`config.mk`:
```
export PLATFORM = sky130hd
export DESIGN_NAME = icache_refill_ctrl
export DESIGN_NICKNAME = d
export VERILOG_FILES = /design/src/rtl/icache_refill_ctrl.sv
export SDC_FILE = /design/constraint.sdc
export NUM_CORES = 1
export LEC_CHECK = 0
export BUFFER_PORTS_ARGS = -buffer_cell sky130_fd_sc_hd__buf_2
export CAP_MARGIN = 25
export CORE_MARGIN = 1
export CORE_UTILIZATION = 56
export CTS_BUF_LIST = sky130_fd_sc_hd__clkbuf_4 sky130_fd_sc_hd__clkbuf_8
export CTS_CLUSTER_DIAMETER = 30
export DETAILED_ROUTE_END_ITERATION = 8
export GPL_TIMING_DRIVEN = 0
export PLACE_DENSITY = 0.88
export SLEW_MARGIN = 25
export SYNTH_ARGS = -nofsm -noshare
export SYNTH_HDL_FRONTEND = slang
export SYNTH_SLANG_ARGS = --single-unit
```
`constraint.sdc`:
```
create_clock -name hclk -period 4.91 [get_ports hclk]
set_clock_uncertainty 0.15 [all_clocks]
set_input_delay 0 -clock hclk [delete_from_list [all_inputs] [get_ports hclk]]
set_output_delay 0 -clock hclk [all_outputs]
set_load 0.01 [all_outputs]
```
`src/rtl/icache_refill_ctrl.sv`:
```
// icache_refill_ctrl: critical-word-first AHB-Lite WRAP burst refill sequencer for an I-cache line
module icache_refill_ctrl #(
  parameter int ADDR_W     = 32,
  parameter int DATA_W     = 32,
  parameter int LINE_WORDS = 4
) (
  input  logic                          hclk,
  input  logic                          hrstn,
  input  logic                          miss_req,
  input  logic [ADDR_W-1:0]             miss_addr,
  output logic                          miss_ack,
  output logic                          fill_we,
  output logic [$clog2(LINE_WORDS)-1:0] fill_idx,
  output logic [DATA_W-1:0]             fill_data,
  output logic                          fill_done,
  output logic                          fill_err,
  output logic [ADDR_W-1:0]             haddr,
  output logic [1:0]                    htrans,
  output logic [2:0]                    hburst,
  output logic [2:0]                    hsize,
  output logic                          hwrite,
  output logic [3:0]                    hprot,
  input  logic                          hready,
  input  logic                          hresp,
  input  logic [DATA_W-1:0]             hrdata
);
  localparam int IW = $clog2(LINE_WORDS);
  localparam int BW = ADDR_W - IW - 2;
  localparam logic [1:0] T_IDLE = 2'b00;
  localparam logic [1:0] T_NSEQ = 2'b10;
  localparam logic [1:0] T_SEQ  = 2'b11;
  localparam logic [2:0] WRAP = (LINE_WORDS == 4) ? 3'b010 : (LINE_WORDS == 8) ? 3'b100 : 3'b110;

  if (!(LINE_WORDS == 4 || LINE_WORDS == 8 || LINE_WORDS == 16)) begin : g_bad_line
    $error("icache_refill_ctrl: LINE_WORDS must be 4, 8 or 16");
  end

  typedef enum logic [2:0] {S_IDLE, S_ADDR, S_BURST, S_DRAIN, S_ERR} state_t;
  state_t state, state_nx;

  logic [BW-1:0] line_base;
  logic [IW-1:0] start_idx, beat, d_idx, cur_idx, nxt_idx;
  logic          d_valid, last, err, cap;
  logic          unused_ok;

  assign hsize     = 3'b010;
  assign hwrite    = 1'b0;
  assign hprot     = 4'b0010;
  assign unused_ok = ^miss_addr[1:0];

  // next state, acceptance and beat bookkeeping; an error with hready already high skips ERR
  always_comb begin
    miss_ack = miss_req & (state == S_IDLE);
    cur_idx  = start_idx + beat;
    nxt_idx  = cur_idx + IW'(1);
    last     = &beat;
    err      = d_valid & hresp;
    cap      = d_valid & hready & ~hresp;
    state_nx = state;
    case (state)
      S_IDLE:  state_nx = miss_req ? S_ADDR : S_IDLE;
      S_ADDR:  state_nx = err ? (hready ? S_IDLE : S_ERR) : hready ? S_BURST : S_ADDR;
      S_BURST: state_nx = err ? (hready ? S_IDLE : S_ERR) : (hready && last) ? S_DRAIN : S_BURST;
      S_DRAIN: state_nx = err ? (hready ? S_IDLE : S_ERR) : hready ? S_IDLE : S_DRAIN;
      S_ERR:   state_nx = hready ? S_IDLE : S_ERR;
      default: state_nx = S_IDLE;
    endcase
  end

  // state register
  always_ff @(posedge hclk or negedge hrstn) begin
    if (!hrstn) state <= S_IDLE;
    else        state <= state_nx;
  end

  // bus address/control pipeline and fill-port registers; bus side only moves on hready
  always_ff @(posedge hclk or negedge hrstn) begin
    if (!hrstn) begin
      line_base <= '0;
      start_idx <= '0;
      beat      <= '0;
      d_idx     <= '0;
      d_valid   <= 1'b0;
      haddr     <= '0;
      htrans    <= T_IDLE;
      hburst    <= 3'b000;
      fill_we   <= 1'b0;
      fill_idx  <= '0;
      fill_data <= '0;
      fill_done <= 1'b0;
      fill_err  <= 1'b0;
    end else begin
      fill_we   <= cap;
      fill_done <= cap & (state == S_DRAIN);
      fill_err  <= 1'b0;
      if (cap) begin
        fill_idx  <= d_idx;
        fill_data <= hrdata;
      end
      if (miss_ack) begin
        line_base <= miss_addr[ADDR_W-1:IW+2];
        start_idx <= miss_addr[IW+1:2];
        beat      <= '0;
        haddr     <= {miss_addr[ADDR_W-1:2], 2'b00};
        htrans    <= T_NSEQ;
        hburst    <= WRAP;
      end else if (err) begin
        htrans   <= T_IDLE;
        d_valid  <= 1'b0;
        fill_err <= hready;
      end else if (state == S_ERR) begin
        fill_err <= hready;
      end else if (hready && (state == S_ADDR || state == S_BURST)) begin
        d_valid <= 1'b1;
        d_idx   <= cur_idx;
        beat    <= beat + IW'(1);
        htrans  <= (state == S_BURST && last) ? T_IDLE : T_SEQ;
        haddr   <= (state == S_BURST && last) ? haddr : {line_base, nxt_idx, 2'b00};
      end else if (hready && state == S_DRAIN) begin
        d_valid <= 1'b0;
      end
    end
  end
endmodule

```
==> flow_summary_export.csv, run 1 <==
group,metric,value,unit
outcome,outcome,"finished clean",
sta,worst_pin_slew,0.544,ns
critical_path,crit_family,"buffers and inverters",
sta,setup_viol,0,
sta,tns,0,ns
floorplanning,rows,32,
floorplanning,start_util,57.9,%
cells_and_area,diodes,0,
pwr,max-vdd-ir-drop,0.354,mV
sta,period_share,44.5,%
placed_design,portBuffers,136,
run,drv_cap,0,
clocking,numCtsBuffers,9,
critical_path,crit_chain,"buf_2 > or4b_4 > inv_1 > buf_2 > buf_2",
clocking,cts.clk_slew.worst_paths,0.10,ns
synthesis,ys.flop_type,"dfrtp_1",
critical_path,cp_slowest_cell,"or4b_4",
sta,period_minus_slack,2.18,ns
placed_design,place_congestion,0.787,
detailed_routing,dr.pass1.iters,5,
synthesis,synth_top_area_share,60.4,%
sta,drv_slew,0,
detailed_routing,ant_nets,0,
pwr,p_leak,3.27,nW
min_path,min_path_type,"in2async",
critical_path,crit_top_cell,"buf_2",
sta,relSlewSlack,63.2,%
synthesis,async_reset_ff_share,100,%
synthesis,synth_edf_count,0,
detailed_routing,wl_met2,6630,um
sta,fmax,458,MHz
global_routing,antenna_found_initial,0,
floorplanning,die_area,8350,um^2
synthesis,yosys_warnings,0,
synthesis,ys_ff_latch,108,
cells_and_area,drive_gt1_share,25.8,%
detailed_routing,vias,4323,
synthesis,ys_seq_area_share,60.4,%
synthesis,synth_area,4470,um^2
clocking,holdBufCountCts,67,
sta,hold_viol,0,
floorplanning,die_x,91.4,um
synthesis,synth.most_common_cell,"nand2_1",
synthesis,synth.distinct_cells,31,
clocking,cts_setup_buffers,0,
global_routing,grt_max_degree,64,
clocking,cts_sinks,108,
clocking,cts_tree,"built",
critical_path,arrival,2.03,ns
critical_path,cp_num_buf_inv,4,
sta,fin_ws,2.73,ns
detailed_routing,drtIter0Drc,224,
clocking,clockRootBuffer,"clkbuf_8",
critical_path,r2r-start,"state[2]",
cells_and_area,nets,784,
clocking,htreeDepth,3,
floorplanning,core-area,7730,um^2
synthesis,synth_top_area_cell,"dfrtp_1",
cells_and_area,nFillCells,470,
detailed_routing,wl_per_cell,15.9,um
synthesis,synth_common_cells,"199 x nand2_1, 108 x dfrtp_1, 36 x nor2_1",
synthesis,syn_inst,488,
global_routing,grt_overflow_total,0,
pwr,powerDensity,588,nW/um^2
clocking,worstSkewPairLatency,0.37,ns
critical_path,startpoint_type,"flop",
synthesis,syn_avg_cell_area,9.17,um^2
global_routing,grt_pass1_wl,20800,um
detailed_routing,avgViaCountPerCell,5.27,
synthesis,ys_top_cells_by_area,"dfrtp_1 60%, nand2_1 17%, o22ai_1 4.2%",
cells_and_area,syn_to_final_growth,39.9,%
critical_path,crit_required,4.76,ns
critical_path,crit_path_start,"state[1]",
critical_path,cp-end-kind,"output port",
critical_path,crit_type,"reg2out",
critical_path,crit_fanout,10,
detailed_routing,routed.top_layer,"met4",
clocking,cts-resized-gates,0,
global_routing,grt_pass1_vias,4502,
critical_path,max_stage_delay,0.55,ns
placed_design,place_ws,2.84,ns
detailed_routing,wirelength_met1,4940,um
floorplanning,die_y,91.4,um
detailed_routing,routed_wl,13000,um
detailed_routing,drc,0,
detailed_routing,met3_wirelength,931,um
global_routing,grtUsageTotal,32.1,%
placed_design,dp_hpwl,7870,um
floorplanning,ios,152,
clocking,clockBufferDepth,2,
sta,grt_setup_unrepaired,"no",
==> cells by family (layout without fill, tap and decap cells) <==
group | count (synthesis) | after routing | share of synthesized area [%]
multiplexers | 1 | 1 | 0.252
AND/OR/NAND/NOR | 252 | 252 | 22.3
flip-flops | 108 | 108 | 60.4
XOR/XNOR | 6 | 6 | 1.17
buffers and inverters | 44 | 264 | 5.45
adder cells (fa/ha/maj) | 2 | 2 | 0.559
other | 2 | 12 | 0.168
AO/OA/AOI/OAI | 73 | 73 | 9.62
==> stage by stage <==
step                      cells  total power [W]  cell area [um^2]  hold WS (ns)  util (%)
after floorplan             498          0.00243              4510        -0.446         -
after global placement      736          0.00291              5320        0.0402      68.8
after detailed placement    737          0.00300              5350        -0.194      69.3
after CTS                   820          0.00363              6260       0.00596      81.0
after global routing        820          0.00392              6260        0.0383      81.0
final                       820          0.00368              6260        0.0181      81.0
==> final timing paths <==
check                      slack [ns]  cells after the start       endpoint
max in group asynchronous        4.30                      3  fill_data[28]
min in group hclk                0.22                      4  fill_data[23]
hold / removal                   0.02                      3      haddr[18]
setup reg to reg                 2.74                      7      haddr[27]
hold reg to reg                  0.32                      1      hburst[1]
setup / recovery                 2.73                      5       miss_ack
==> worst min-delay path, cell delays in order <==
cell	delay (ns)
dlygate4sd3_1	0.54
buf_6	0.13
buf_12	0.24
==> flip-flops by register name (all words and copies together), names as in the netlist <==
| register | cells |
|---|---|
| fill_idx | 2 |
| start_idx | 2 |
| beat | 2 |
| fill_data | 32 |
| haddr | 30 |
| d_idx | 2 |
| htrans | 2 |
| hburst | 1 |
| fill_we | 1 |
| state | 3 |
| fill_err | 1 |
| d_valid | 1 |
| line_base | 28 |
| fill_done | 1 |
==> where the power goes <==
part	internal, W	switching (W)
logic	0.000625	0.000914
registers	0.00130	0.000240
clock network	0.000289	0.000310
==> routing by layer <==
layer  track usage, %  up-vias
met5                0        -
li1                 -     2002
met3             7.45       49
met4             17.2        0
met1             35.6     2045
met2             57.3      227
==> placed cells by master, fill, tap and decap left out, drive strengths merged, types with 2 or more instances in the layout <==
cell type	n
clkinvlp	4
a21oi	35
buf	165
conb	12
o21ai	5
xnor2	4
ha	2
bufinv	2
nand3	3
inv	3
nor3	3
o22ai	30
dfrtp	108
clkbuf	23
nand2b	2
dlygate4sd3	66
nor2	36
xor2	2
nand2	199
nor2b	2
==> layout make-up <==
class                   instances  area [um^2]  area share, %
multi-input cells             346         1560           25.0
well taps                     102          128           2.04
plain buffers                  41          233           3.72
clock buffers                   9          124           1.98
flip-flops and latches        108         2700           43.2
inverters                       3         11.3          0.180
repair buffers                204         1400           22.3
clock inverters                 7         98.8           1.58
Note: power is estimated with default switching activity, not from simulation.
==> run 2: changes to the inputs <==
--- a/config.mk
+++ b/config.mk
@@ -8,12 +8,12 @@
 export BUFFER_PORTS_ARGS = -buffer_cell sky130_fd_sc_hd__buf_2
 export CAP_MARGIN = 25
 export CORE_MARGIN = 1
-export CORE_UTILIZATION = 56
+export CORE_UTILIZATION = 47
 export CTS_BUF_LIST = sky130_fd_sc_hd__clkbuf_4 sky130_fd_sc_hd__clkbuf_8
 export CTS_CLUSTER_DIAMETER = 30
 export DETAILED_ROUTE_END_ITERATION = 8
 export GPL_TIMING_DRIVEN = 0
-export PLACE_DENSITY = 0.88
+export PLACE_DENSITY = 0.78
 export SLEW_MARGIN = 25
 export SYNTH_ARGS = -nofsm -noshare
 export SYNTH_HDL_FRONTEND = slang
==> constraint.sdc (replaced) <==
create_clock -name hclk -period 1.8 [get_ports hclk]
set_clock_uncertainty 0.15 [all_clocks]
set_input_delay 0 -clock hclk [delete_from_list [all_inputs] [get_ports hclk]]
set_output_delay 0 -clock hclk [all_outputs]
set_load 0.01 [all_outputs]
==> run 2 against run 1 <==
- the flow now finishes with violations (negative setup slack)
- wire length is 5.4% higher
- register-to-register slack worse by 2.9 ns
- hold slack better by 0.041 ns
- worst setup slack worse by 2.8 ns
- flip-flop and latch count stayed put
- global-route usage is 5.2 points lower
- sequential share of layout area is 3.7 points lower
- critical endpoint is now haddr[3]
==> flow_summary_export.csv, run 2 (synthesis results as in run 1) <==
group,metric,value,unit
pwr,switchingPower,0.00432,W
critical_path,crit_type,"reg2reg",
cells_and_area,syn_to_final_growth,53.0,%
pwr,max-vdd-ir-drop,0.880,mV
clocking,numCtsBuffers,9,
run,drv_cap,0,
critical_path,max_stage_delay,0.62,ns
floorplanning,die_y,99.6,um
cells_and_area,largest_reg_flops,32,
sta,relSlewSlack,62.4,%
detailed_routing,ant_nets,0,
detailed_routing,avgViaCountPerCell,5.08,
detailed_routing,drc,0,
clocking,cts_sinks,108,
pwr,switching_share,40.0,%
pwr,seqPwrFrac,39.6,%
sta,drv_slew,0,
cells_and_area,diodes,0,
critical_path,arrival,2.01,ns
placed_design,dp_hpwl,8220,um
critical_path,startpoint_type,"flop",
pwr,pwr-share-comb,47.6,%
cells_and_area,nFillCells,636,
floorplanning,core-area,9240,um^2
sta,hold_viol,0,
outcome,violations,"negative setup slack",
min_path,min_path_type,"in2async",
floorplanning,die_x,99.6,um
cells_and_area,regArea,2710,um^2
detailed_routing,drtIter0Drc,155,
critical_path,crit_required,1.90,ns
placed_design,placed_cells,764,
critical_path,crit_chain,"or4b_4 > o31ai_4 > buf_6 > a21boi_2 > a221o_1",
placed_design,place_congestion,0.805,
global_routing,grt_pass1_vias,4344,
global_routing,antenna_found_initial,0,
cells_and_area,drive_gt1_share,36.4,%
clocking,clockRootBuffer,"clkbuf_8",
critical_path,cp_slowest_cell,"or4b_4",
sta,fmax,522,MHz
placed_design,portBuffers,136,
clocking,htreeDepth,3,
global_routing,grt_overflow_total,0,
critical_path,crit_fanout,5,
critical_path,cp_num_buf_inv,1,
cells_and_area,reg_top3,"fill_data: 32 flops, haddr: 30 flops, line_base: 28 flops",
pwr,clockPowerShare,12.8,%
sta,grt_setup_unrepaired,"yes",
clocking,cts_tree,"built",
critical_path,crit_family,"simple AND/OR/NAND/NOR gates",
global_routing,grt_pass1_wl,20800,um
sta,period_minus_slack,1.92,ns
floorplanning,ios,152,
cells_and_area,nets,802,
cells_and_area,final_common_cell,"nand2_1",
cells_and_area,largest-register,"fill_data",
floorplanning,die_area,9910,um^2
cells_and_area,multi_input_area,1790,um^2
sta,setup_viol,35,
clocking,worstSkewPairLatency,0.36,ns
sta,fin_ws,-0.116,ns
sta,worst_pin_slew,0.556,ns
sta,period_share,106,%
detailed_routing,vias,4394,
cells_and_area,stdcell_count,865,
clocking,clockBufferDepth,2,
global_routing,grt_max_degree,61,
pwr,internal-power,0.00647,W
pwr,p_leak,3.53,nW
critical_path,cp-end-kind,"flop",
sta,tns,-1.74,ns
cells_and_area,final_cell_mix,"162 x nand2_1, 137 x buf_2, 106 x dfrtp_1",
pwr,powerDensity,1580,nW/um^2
outcome,outcome,"complete, but fails checks",
floorplanning,start_util,48.4,%
detailed_routing,routed_wl,13700,um
sta,hold_slack,0.0595,ns
detailed_routing,dr.pass1.iters,4,
detailed_routing,wl_per_cell,15.9,um
critical_path,r2r_slack,-0.12,ns
floorplanning,rows,35,
global_routing,grtUsageTotal,27.0,%
clocking,cts.clk_slew.worst_paths,0.10,ns
run 2: cell types whose count changed in the layout (fill, tap and decap cells not counted), moves of 6 or more:
cell / before / now
nand2_1: 199 / 162
nand2_2: 0 / 31
o22ai_1: 30 / 16
o22ai_2: 0 / 14
buf_4: 13 / 25
buf_2: 147 / 137
buf_8: 0 / 9
clkbuf_1: 14 / 6
clkbuf_16: 0 / 6
nand2_4: 0 / 6
run 2: area by class of cell:
class / instances / share of cell area (%)
multi-input combinational: 346 / 26.2
tap: 129 / 2.36
clock buffer: 10 / 2.01
clock inverter: 6 / 0.695
timing repair buffer: 224 / 24.3
inverter: 3 / 0.201
buffer: 39 / 4.68
sequential: 108 / 39.5
run 2: stage by stage:
stage | utilization [%] | area [um^2] | worst slack (ns) | total power [W]
floorplan | - | 4510 | -0.0394 | 0.00663
global placement | 57.9 | 5350 | -0.545 | 0.00797
detailed placement | 58.3 | 5390 | -0.333 | 0.00821
CTS | 68.9 | 6360 | -0.0953 | 0.00994
global route | 74.1 | 6840 | -0.160 | 0.0116
finish | 74.1 | 6840 | -0.116 | 0.0108
run 2: per-layer routing:
| layer | vias to the layer above | wire, um | GRT usage [%] |
|---|---|---|---|
| met2 | 192 | 7100 | 48.3 |
| met1 | 2131 | 5330 | 31.6 |
| met5 | - | 0 | 0 |
| met3 | 34 | 914 | 5.97 |
| li1 | 2037 | - | - |
| met4 | 0 | 373 | 10.6 |
run 2: path summary, 6_finish.rpt:
kind | start | cells after the start | end
worst min register to register | fill_idx[0] | 2 | fill_idx[0]
worst max-delay path | state[0] | 5 | haddr[3]
worst max register to register | state[0] | 5 | haddr[3]
min in group hclk | hrdata[17] | 4 | fill_data[17]
max in group asynchronous | hrstn | 3 | haddr[8]
worst min-delay path | hrstn | 2 | fill_data[10]
run 2: power by group through the flow:
stage	sequential [W]	clock, W	combinational (W)
final	0.00428	0.00138	0.00514
after detailed placement	0.00421	0	0.00399
after floorplan	0.00447	0	0.00216
after global routing	0.00439	0.00152	0.00565
after global placement	0.00415	0	0.00382
after CTS	0.00417	0.00144	0.00433
run 2: repair_timing:
item,4_1_cts,5_1_grt
hold endpoints to repair,208,0
hold buffers,67,0
resized for setup,22,94
pin swaps,3,36
setup buffers,10,4
cloned,0,6
endpoints found under the setup margin,67,64
==> run 3: changes to the inputs <==
--- a/config.mk
+++ b/config.mk
@@ -12,7 +12,6 @@
 export CTS_BUF_LIST = sky130_fd_sc_hd__clkbuf_4 sky130_fd_sc_hd__clkbuf_8
 export CTS_CLUSTER_DIAMETER = 30
 export DETAILED_ROUTE_END_ITERATION = 8
-export GPL_TIMING_DRIVEN = 0
 export PLACE_DENSITY = 0.78
 export SLEW_MARGIN = 25
 export SYNTH_ARGS = -nofsm -noshare
==> run 3 against run 2 <==
- the flow still finishes with violations (negative setup slack)
- first-iteration DRC count grew 39%
- hold slack got worse by 0.054 ns
- fmax increased by 2.1%
- sequential power down 2%
- design area decreased by 8.1%
- register-to-register slack improved by 0.04 ns
- combinational power decreased by 16%
- count of clock-buffer cells in the layout grew 1
- final cell count is 4.6% lower
- non-clock buffer count down 40
- critical endpoint is now haddr[6]
- largest power group unchanged
- highest routed layer unchanged
==> flow_summary_export.csv, run 3 (synthesis results as in run 1) <==
group,metric,value,unit
sta,fmax,533,MHz
cells_and_area,syn_to_final_growth,40.6,%
global_routing,antenna_found_initial,0,
critical_path,crit_fanout,14,
clocking,clockBufferDepth,2,
clocking,cts.clk_slew.worst_paths,0.10,ns
critical_path,r2r_slack,-0.08,ns
cells_and_area,largest-register,"fill_data",
placed_design,place_congestion,0.811,
detailed_routing,routed_wl,12300,um
clocking,htreeDepth,3,
global_routing,grt_pass1_wl,19400,um
critical_path,cp-end-kind,"flop",
sta,fin_ws,-0.0771,ns
detailed_routing,wirelength_met1,5020,um
cells_and_area,final_util,68.1,%
detailed_routing,dr.pass1.iters,4,
sta,drv_slew,0,
detailed_routing,drc,0,
cells_and_area,final_cell_mix,"199 x nand2_1, 136 x buf_2, 108 x dfrtp_1",
sta,setup_viol,30,
outcome,outcome,"complete, but fails checks",
outcome,violations,"negative setup slack",
pwr,max-vdd-ir-drop,0.848,mV
critical_path,startpoint_type,"flop",
min_path,min_path_type,"in2async",
global_routing,grtUsageTotal,25.3,%
detailed_routing,avgViaCountPerCell,4.97,
floorplanning,rows,35,
floorplanning,start_util,48.4,%
floorplanning,die_area,9910,um^2
detailed_routing,routed.top_layer,"met4",
floorplanning,die_x,99.6,um
sta,worst_pin_slew,0.524,ns
sta,period_share,104,%
cells_and_area,nFillCells,705,
placed_design,place_ws,0.0307,ns
clocking,cts_sinks,108,
critical_path,arrival,2.02,ns
pwr,finalPower,0.0102,W
floorplanning,die_y,99.6,um
cells_and_area,nets,762,
cells_and_area,drive_gt1_share,26.1,%
cells_and_area,final_common_cell,"nand2_1",
global_routing,grt_pass1_vias,4087,
sta,period_minus_slack,1.88,ns
pwr,p_leak,3.25,nW
critical_path,crit_required,1.94,ns
detailed_routing,wl_met2,6150,um
sta,hold_viol,0,
placed_design,portBuffers,137,
clocking,numCtsBuffers,9,
pwr,powerDensity,1620,nW/um^2
cells_and_area,reg_top3,"fill_data: 32 flops, haddr: 30 flops, line_base: 28 flops",
global_routing,grt_max_degree,44,
detailed_routing,met3_wirelength,926,um
cells_and_area,largest_reg_flops,32,
critical_path,r2r-start,"state[1]",
clocking,worstSkewPairLatency,0.36,ns
detailed_routing,vias,4099,
clocking,cts_tree,"built",
placed_design,dp_hpwl,7290,um
detailed_routing,drtIter0Drc,215,
detailed_routing,wl_per_cell,14.9,um
critical_path,rr_worst_depth,6,
critical_path,rr_endpoint,"haddr[6]",
cells_and_area,diodes,0,
sta,grt_setup_unrepaired,"yes",
floorplanning,ios,152,
clocking,clockRootBuffer,"clkbuf_8",
sta,relSlewSlack,65.0,%
critical_path,crit_type,"reg2reg",
floorplanning,core-area,9240,um^2
run,drv_cap,0,
global_routing,grt_overflow_total,0,
detailed_routing,ant_nets,0,
## run 3: changes by cell type in the layout (fill, tap and decap cells not counted), sizes merged
cell         change
bufinv           +2
clkinvlp         +1
clkbuf          -15
inv              -1
clkinv           -3
buf             -23
dlygate4sd3      -1
## run 3: how the worst max path moves through the flow
stage / depth (start not counted) / end / from
floorplan: 6 / haddr[3] / state[0]
global placement: 6 / haddr[8] / state[0]
detailed placement: 5 / haddr[25] / state[2]
CTS: 4 / miss_ack / state[1]
global route: 4 / miss_ack / state[1]
finish: 6 / haddr[6] / state[1]
## run 3: cell type report
class | instances | area (um^2) | share of cell area (%)
Sequential cell | 108 | 2700 | 43.0
Timing Repair Buffer | 223 | 1590 | 25.3
Multi-Input combinational cell | 346 | 1590 | 25.3
Tap cell | 129 | 161 | 2.57
Clock buffer | 11 | 145 | 2.31
Clock inverter | 5 | 83.8 | 1.33
Inverter | 3 | 11.3 | 0.179
## run 3: routing by layer
metal	GRT usage [%]	vias up
li1	-	1959
met1	29.8	1938
met2	45.7	180
met3	6.54	22
met4	7.13	0
met5	0	-
## run 3: through the flow
stage / instances / hold slack [ns] / area [um^2] / TNS, ns
final: 825 / 0.00571 / 6290 / -1.33
after global routing: 825 / 0.0327 / 6290 / -3.37
after CTS: 824 / 0.00733 / 6230 / -1.22
after detailed placement: 740 / -0.143 / 5320 / 0
after global placement: 740 / -0.149 / 5320 / 0
after floorplan: 498 / -0.446 / 4510 / -0.347
## run 3: what timing repair did
item | CTS | global route
pin swaps | 19 | 1
setup endpoints to repair | 1 | 33
gates resized for setup | 2 | 7
endpoints found under the hold margin | 208 | 0
cloned | 0 | 1
buffers inserted | 2 | 0
hold buffers | 66 | 0
## run 3: power by group
group          internal, W  total (W)  switching (W)
clock             0.000843    0.00165       0.000810
combinational      0.00185    0.00432        0.00247
sequential         0.00356    0.00419       0.000632
## run 3: worst max-delay path: stages, from the launching register on
cell	delay [ns]
dfrtp_1	0.39
or4b_4	0.57
buf_6	0.15
o31ai_4	0.10
clkbuf_16	0.27
a21oi_1	0.07
nor2_1	0.10
